==> src/rtl/nibble_serial_subtractor_pkg.sv <==
// rtl/nibble_serial_subtractor_pkg.sv - shared types and constants for the nibble-serial subtractor
//
// Purpose : nibble width, FSM state type and nibble-count helper shared by
//           the top level and its borrow-lookahead slice.
// Ports   : none (package).
package nibble_serial_subtractor_pkg;

  localparam int NIB_W = 4;

  typedef enum logic [1:0] {
    IDLE = 2'd0,
    CALC = 2'd1,
    DONE = 2'd2
  } state_e;

  // Number of 4-bit slices needed to cover a WIDTH-bit operand.
  function automatic int nib_count(input int width);
    return width / NIB_W;
  endfunction

endpackage

==> src/rtl/nibble_serial_subtractor_bl_subtractor4.sv <==
// rtl/nibble_serial_subtractor_bl_subtractor4.sv - combinational 4-bit borrow-lookahead subtractor
//
// Purpose : d = a - b - bin over one nibble, every internal borrow in
//           flattened lookahead form (no ripple between bits).
// Ports   : a, b     - nibble minuend / subtrahend
//           bin      - borrow into bit 0
//           d        - nibble difference
//           bout     - borrow out of bit 3
//           grp_p    - group propagate (borrow passes straight through)
//           grp_g    - group generate (nibble borrows on its own)
module bl_subtractor4
  import nibble_serial_subtractor_pkg::*;
(
  input  logic [NIB_W-1:0] a,
  input  logic [NIB_W-1:0] b,
  input  logic             bin,
  output logic [NIB_W-1:0] d,
  output logic             bout,
  output logic             grp_p,
  output logic             grp_g
);

  logic [NIB_W-1:0] g;
  logic [NIB_W-1:0] p;
  logic [NIB_W:0]   br;

  // A bit generates a borrow when a=0,b=1; it propagates one when a==b.
  assign g = ~a & b;
  assign p = ~(a ^ b);

  assign br[0] = bin;
  assign br[1] = g[0] | (p[0] & bin);
  assign br[2] = g[1] | (p[1] & g[0]) | (p[1] & p[0] & bin);
  assign br[3] = g[2] | (p[2] & g[1]) | (p[2] & p[1] & g[0])
               | (p[2] & p[1] & p[0] & bin);

  assign grp_p = &p;
  assign grp_g = g[3] | (p[3] & g[2]) | (p[3] & p[2] & g[1])
               | (p[3] & p[2] & p[1] & g[0]);

  assign br[4] = grp_g | (grp_p & bin);
  assign bout  = br[4];

  assign d = a ^ b ^ br[NIB_W-1:0];

endmodule

==> src/rtl/nibble_serial_subtractor.sv <==
// rtl/nibble_serial_subtractor.sv - multi-cycle WIDTH-bit subtractor, one nibble per clock
//
// Purpose : computes a - b - bin over NIB = WIDTH/4 clock cycles using a
//           single borrow-lookahead nibble slice and a registered borrow.
//           Optional zero/overflow flags are built only when the macro
//           NIBBLE_SUB_FLAGS_EN is defined; otherwise zero/ovf read 0.
// Ports   : clk, rst            - clock, synchronous active-high reset
//           in_valid, in_ready  - operand handshake (accepted only in IDLE)
//           a, b, bin           - minuend, subtrahend, borrow in
//           out_valid,out_ready - result handshake
//           diff, bout          - a - b - bin mod 2^WIDTH, unsigned borrow out
//           zero, ovf           - diff==0 and signed overflow (flag build only)
module nibble_serial_subtractor
  import nibble_serial_subtractor_pkg::*;
#(
  parameter int WIDTH = 16
) (
  input  logic             clk,
  input  logic             rst,
  input  logic             in_valid,
  output logic             in_ready,
  input  logic [WIDTH-1:0] a,
  input  logic [WIDTH-1:0] b,
  input  logic             bin,
  output logic             out_valid,
  input  logic             out_ready,
  output logic [WIDTH-1:0] diff,
  output logic             bout,
  output logic             zero,
  output logic             ovf
);

  localparam int NIB   = nib_count(WIDTH);
  localparam int IDX_W = (NIB > 1) ? $clog2(NIB) : 1;
  localparam logic [IDX_W-1:0] IDX_LAST = IDX_W'(NIB - 1);

  state_e           state_q;
  logic [IDX_W-1:0] idx_q;
  logic [WIDTH-1:0] a_q;
  logic [WIDTH-1:0] b_q;
  logic             br_q;
  logic [WIDTH-1:0] diff_q;
  logic [WIDTH-1:0] diff_d;
  logic             bout_q;
  logic             out_valid_q;

  logic [NIB_W-1:0] nib_a;
  logic [NIB_W-1:0] nib_b;
  logic [NIB_W-1:0] nib_d;
  logic             nib_bout;
  logic             nib_grp_p;
  logic             nib_grp_g;
  logic             unused_grp;

  assign nib_a = a_q[NIB_W*int'(idx_q) +: NIB_W];
  assign nib_b = b_q[NIB_W*int'(idx_q) +: NIB_W];

  bl_subtractor4 u_slice (
    .a     (nib_a),
    .b     (nib_b),
    .bin   (br_q),
    .d     (nib_d),
    .bout  (nib_bout),
    .grp_p (nib_grp_p),
    .grp_g (nib_grp_g)
  );

  // Group signals are only needed when slices are cascaded combinationally;
  // here the chain runs through br_q instead.
  assign unused_grp = nib_grp_p ^ nib_grp_g;

  // diff with the current nibble merged in; on the last CALC cycle this is
  // the final result, so the flags are derived from it directly.
  always_comb begin
    diff_d = diff_q;
    diff_d[NIB_W*int'(idx_q) +: NIB_W] = nib_d;
  end

`ifdef NIBBLE_SUB_FLAGS_EN
  logic zero_q;
  logic ovf_q;
  assign zero = zero_q;
  assign ovf  = ovf_q;
`else
  assign zero = 1'b0;
  assign ovf  = 1'b0;
`endif

  always_ff @(posedge clk) begin
    if (rst) begin
      state_q     <= IDLE;
      idx_q       <= '0;
      a_q         <= '0;
      b_q         <= '0;
      br_q        <= 1'b0;
      diff_q      <= '0;
      bout_q      <= 1'b0;
      out_valid_q <= 1'b0;
`ifdef NIBBLE_SUB_FLAGS_EN
      zero_q      <= 1'b0;
      ovf_q       <= 1'b0;
`endif
    end else begin
      case (state_q)
        IDLE: begin
          if (in_valid) begin
            a_q     <= a;
            b_q     <= b;
            br_q    <= bin;
            idx_q   <= '0;
            state_q <= CALC;
          end
        end
        CALC: begin
          diff_q <= diff_d;
          br_q   <= nib_bout;
          if (idx_q == IDX_LAST) begin
            bout_q      <= nib_bout;
            out_valid_q <= 1'b1;
            state_q     <= DONE;
`ifdef NIBBLE_SUB_FLAGS_EN
            zero_q <= (diff_d == '0);
            ovf_q  <= (a_q[WIDTH-1] ^ b_q[WIDTH-1]) & (diff_d[WIDTH-1] ^ a_q[WIDTH-1]);
`endif
          end else begin
            idx_q <= idx_q + IDX_W'(1);
          end
        end
        DONE: begin
          if (out_ready) begin
            out_valid_q <= 1'b0;
            state_q     <= IDLE;
          end
        end
        default: begin
          state_q     <= IDLE;
          out_valid_q <= 1'b0;
        end
      endcase
    end
  end

  // Gated with rst so in_ready reads 0 for the whole reset cycle and rises
  // on the first cycle after reset.
  assign in_ready  = (state_q == IDLE) && !rst;
  assign out_valid = out_valid_q;
  assign diff      = diff_q;
  assign bout      = bout_q;

endmodule
==> config.mk <==
export PLATFORM = sky130hd
export DESIGN_NAME = nibble_serial_subtractor
export DESIGN_NICKNAME = d
export VERILOG_FILES = /design/src/rtl/nibble_serial_subtractor_pkg.sv /design/src/rtl/nibble_serial_subtractor_bl_subtractor4.sv /design/src/rtl/nibble_serial_subtractor.sv
export SDC_FILE = /design/constraint.sdc
export NUM_CORES = 1
export LEC_CHECK = 0
export ABC_AREA = 1
export ABC_CLOCK_PERIOD_IN_PS = 3400
export CELL_PAD_IN_SITES_DETAIL_PLACEMENT = 0
export CELL_PAD_IN_SITES_GLOBAL_PLACEMENT = 1
export CORE_MARGIN = 2
export CORE_UTILIZATION = 38
export CTS_CLUSTER_DIAMETER = 200
export DETAILED_ROUTE_END_ITERATION = 16
export PLACE_DENSITY = 0.82
export SYNTH_ARGS = -nofsm -noshare
export SYNTH_HDL_FRONTEND = slang
export SYNTH_HIERARCHICAL = 1
export SYNTH_SLANG_ARGS = --single-unit
==> constraint.sdc <==
create_clock -name clk -period 3.4 [get_ports clk]
set_clock_uncertainty 0.05 [all_clocks]
set_input_delay 0.34 -clock clk [delete_from_list [all_inputs] [get_ports clk]]
set_output_delay 0.34 -clock clk [all_outputs]
set_load 0.03 [all_outputs]
==> metrics.yaml <==
antenna_left: 0
power_leakage_nw: 1.39
startpoint: "idx_q[0]"
worstPathArrival_ps: 2650
die-area_um2: 7540
htree_levels: 2
fill_cells: 699
coreArea_um2: 6720
layout_common_cells: "nor2_1, nand2_1, dfxtp_1, clkdlybuf4s50_1, o21ai_0"
place_inst: 492
cp_max_fo: 23
dr.pass1.iters: 4
crit_end: "diff[6]"
ff_latch_area_um2: 1100
slew_headroom: 0.367
clk-insertion-delay-late_ps: 310
status: "complete, no violations"
cts-buffers-inserted: 5
synth.cell_area_um2: 2610
synth_area_per_cell_um2: 6.99
drt_iter0_markers: 106
hold_buffers: 0
viasPerCell: 4.75
cp.required_ps: 3600
antenna_cells: 0
cts_setup_buffers: 0
gr-usage-met3: 0.0362
reg2reg_depth: 14
hold_class: "reg2reg"
layout.nets: 467
tightest_slew_ps: 948
start_util: 0.388
ir_drop_v: 0.000191
instances_no_fill: 500
max_cap_viol_count: 0
cts_tree: "done"
grt_util_met1: 0.204
intPower_w: 0.00110
r2r_slack_ps: 940
rows: 30
grt.overflow.total: 0
drc: 0
tns_ps: 0
cts_buffer_depth: 2
place_congestion: 0.828
syn_inst: 373
finalSetupViolCount: 0
hold_violations: 0
p_per_area_nw_per_um2: 486
antenna_found_initial: 0
switching_share: 0.313
clock-sinks: 55
routed_wl_um: 5870
area_growth_pct: 26.0
fp.dieW_um: 86.8
rsz0062_at_grt: "false"
layout-drive-gt1-share: 0.0452
grt_max_degree: 42
p_seq_frac: 0.451
combPwrFrac: 0.267
yosys_warnings: 6
finalMaxSlewViolations: 0
multiInputGateArea_um2: 1300
hpwl_um: 4420
r2r-end: "diff[6]"
r2r-start: "idx_q[0]"
grt_pass1_wl_um: 10100
cts-root-buf: "clkbuf_8"
power_frac_clock: 0.282
busiest_layer: "met2"
gr-usage-all-layers: 0.168
period_minus_slack_ps: 2460
fin_crit_sh: 0.722
cp-end-kind: "flop"
post_cts_resized: 0
clk_pin_slew_worst_paths_ps: 100
start_kind: "flop"
met2_usage: 0.290
vias: 2376
final_common_cell: "nor2_1"
grt_pass1_vias: 2258
max_freq_mhz: 407
worst-setup-path-type: "reg2reg"
utilization: 0.489
io_buffers: 55
chipHeight_um: 86.8
ios: 58
p_switching_w: 0.000500
wl_per_cell_um: 11.7
through the flow:
| step | setup slack (ps) | hold WS (ps) | cell area [µm²] | total power [W] |
|---|---|---|---|---|
| 2_1_floorplan | 1210 | 399 | 2610 | 0.00104 |
| 3_3_place_gp | 1020 | 401 | 3170 | 0.00116 |
| 3_5_place_dp | 987 | 404 | 3170 | 0.00116 |
| 4_1_cts | 958 | 419 | 3280 | 0.00160 |
| 5_1_grt | 611 | 436 | 3280 | 0.00170 |
| 6_report | 945 | 417 | 3280 | 0.00160 |
worst min path at each step:
| stage | start | cells past startpoint | endpoint | slack, ps |
|---|---|---|---|---|
| 6_report | diff[4] | 2 | diff[4] | 420 |
| 5_1_grt | diff[4] | 2 | diff[4] | 440 |
| 4_1_cts | diff[4] | 2 | diff[4] | 420 |
| 3_5_place_dp | diff[4] | 2 | diff[4] | 400 |
| 3_3_place_gp | diff[14] | 2 | diff[14] | 400 |
| 2_1_floorplan | a_q[4] | 2 | a_q[4] | 400 |
power groups by stage:
stage	Combinational (W)	Clock, W	Sequential, W
4_1_cts	0.000427	0.000456	0.000722
2_1_floorplan	0.000302	0	0.000737
3_5_place_dp	0.000426	0	0.000737
5_1_grt	0.000490	0.000484	0.000727
3_3_place_gp	0.000421	0	0.000736
6_report	0.000426	0.000450	0.000721
area by class of cell:
class | instances | area share
Clock buffer | 6 | 0.0251
Clock inverter | 2 | 0.0107
Inverter | 26 | 0.0297
Multi-Input combinational cell | 274 | 0.397
Sequential cell | 55 | 0.335
Tap cell | 80 | 0.0305
Timing Repair Buffer | 57 | 0.172
flip-flops by register name (all words and copies together) (netlist names):
register and count:
br_q 1, b_q 16, a_q 16, diff 16, idx_q 2, state_q 2
bout 1, out_valid 1
per-layer routing:
metal / wire (µm) / share of wire
met2: 2820 / 0.48
met1: 2690 / 0.46
met3: 244 / 0.042
met5: 0 / 0
met4: 121 / 0.021
critical path, cell delays in order (launching register included):
cell and delay (ps):
dfxtp_1 330, inv_1 450, o21ai_0 150, o22ai_1 140
inv_1 70, ha_1 380, nand2_2 100, inv_1 50
nor2_1 140, nand3b_1 90, nand2_1 130, nand2_1 70
inv_1 80, nand2_1 60, a21oi_1 120
(Power assumes the default switching activity.)
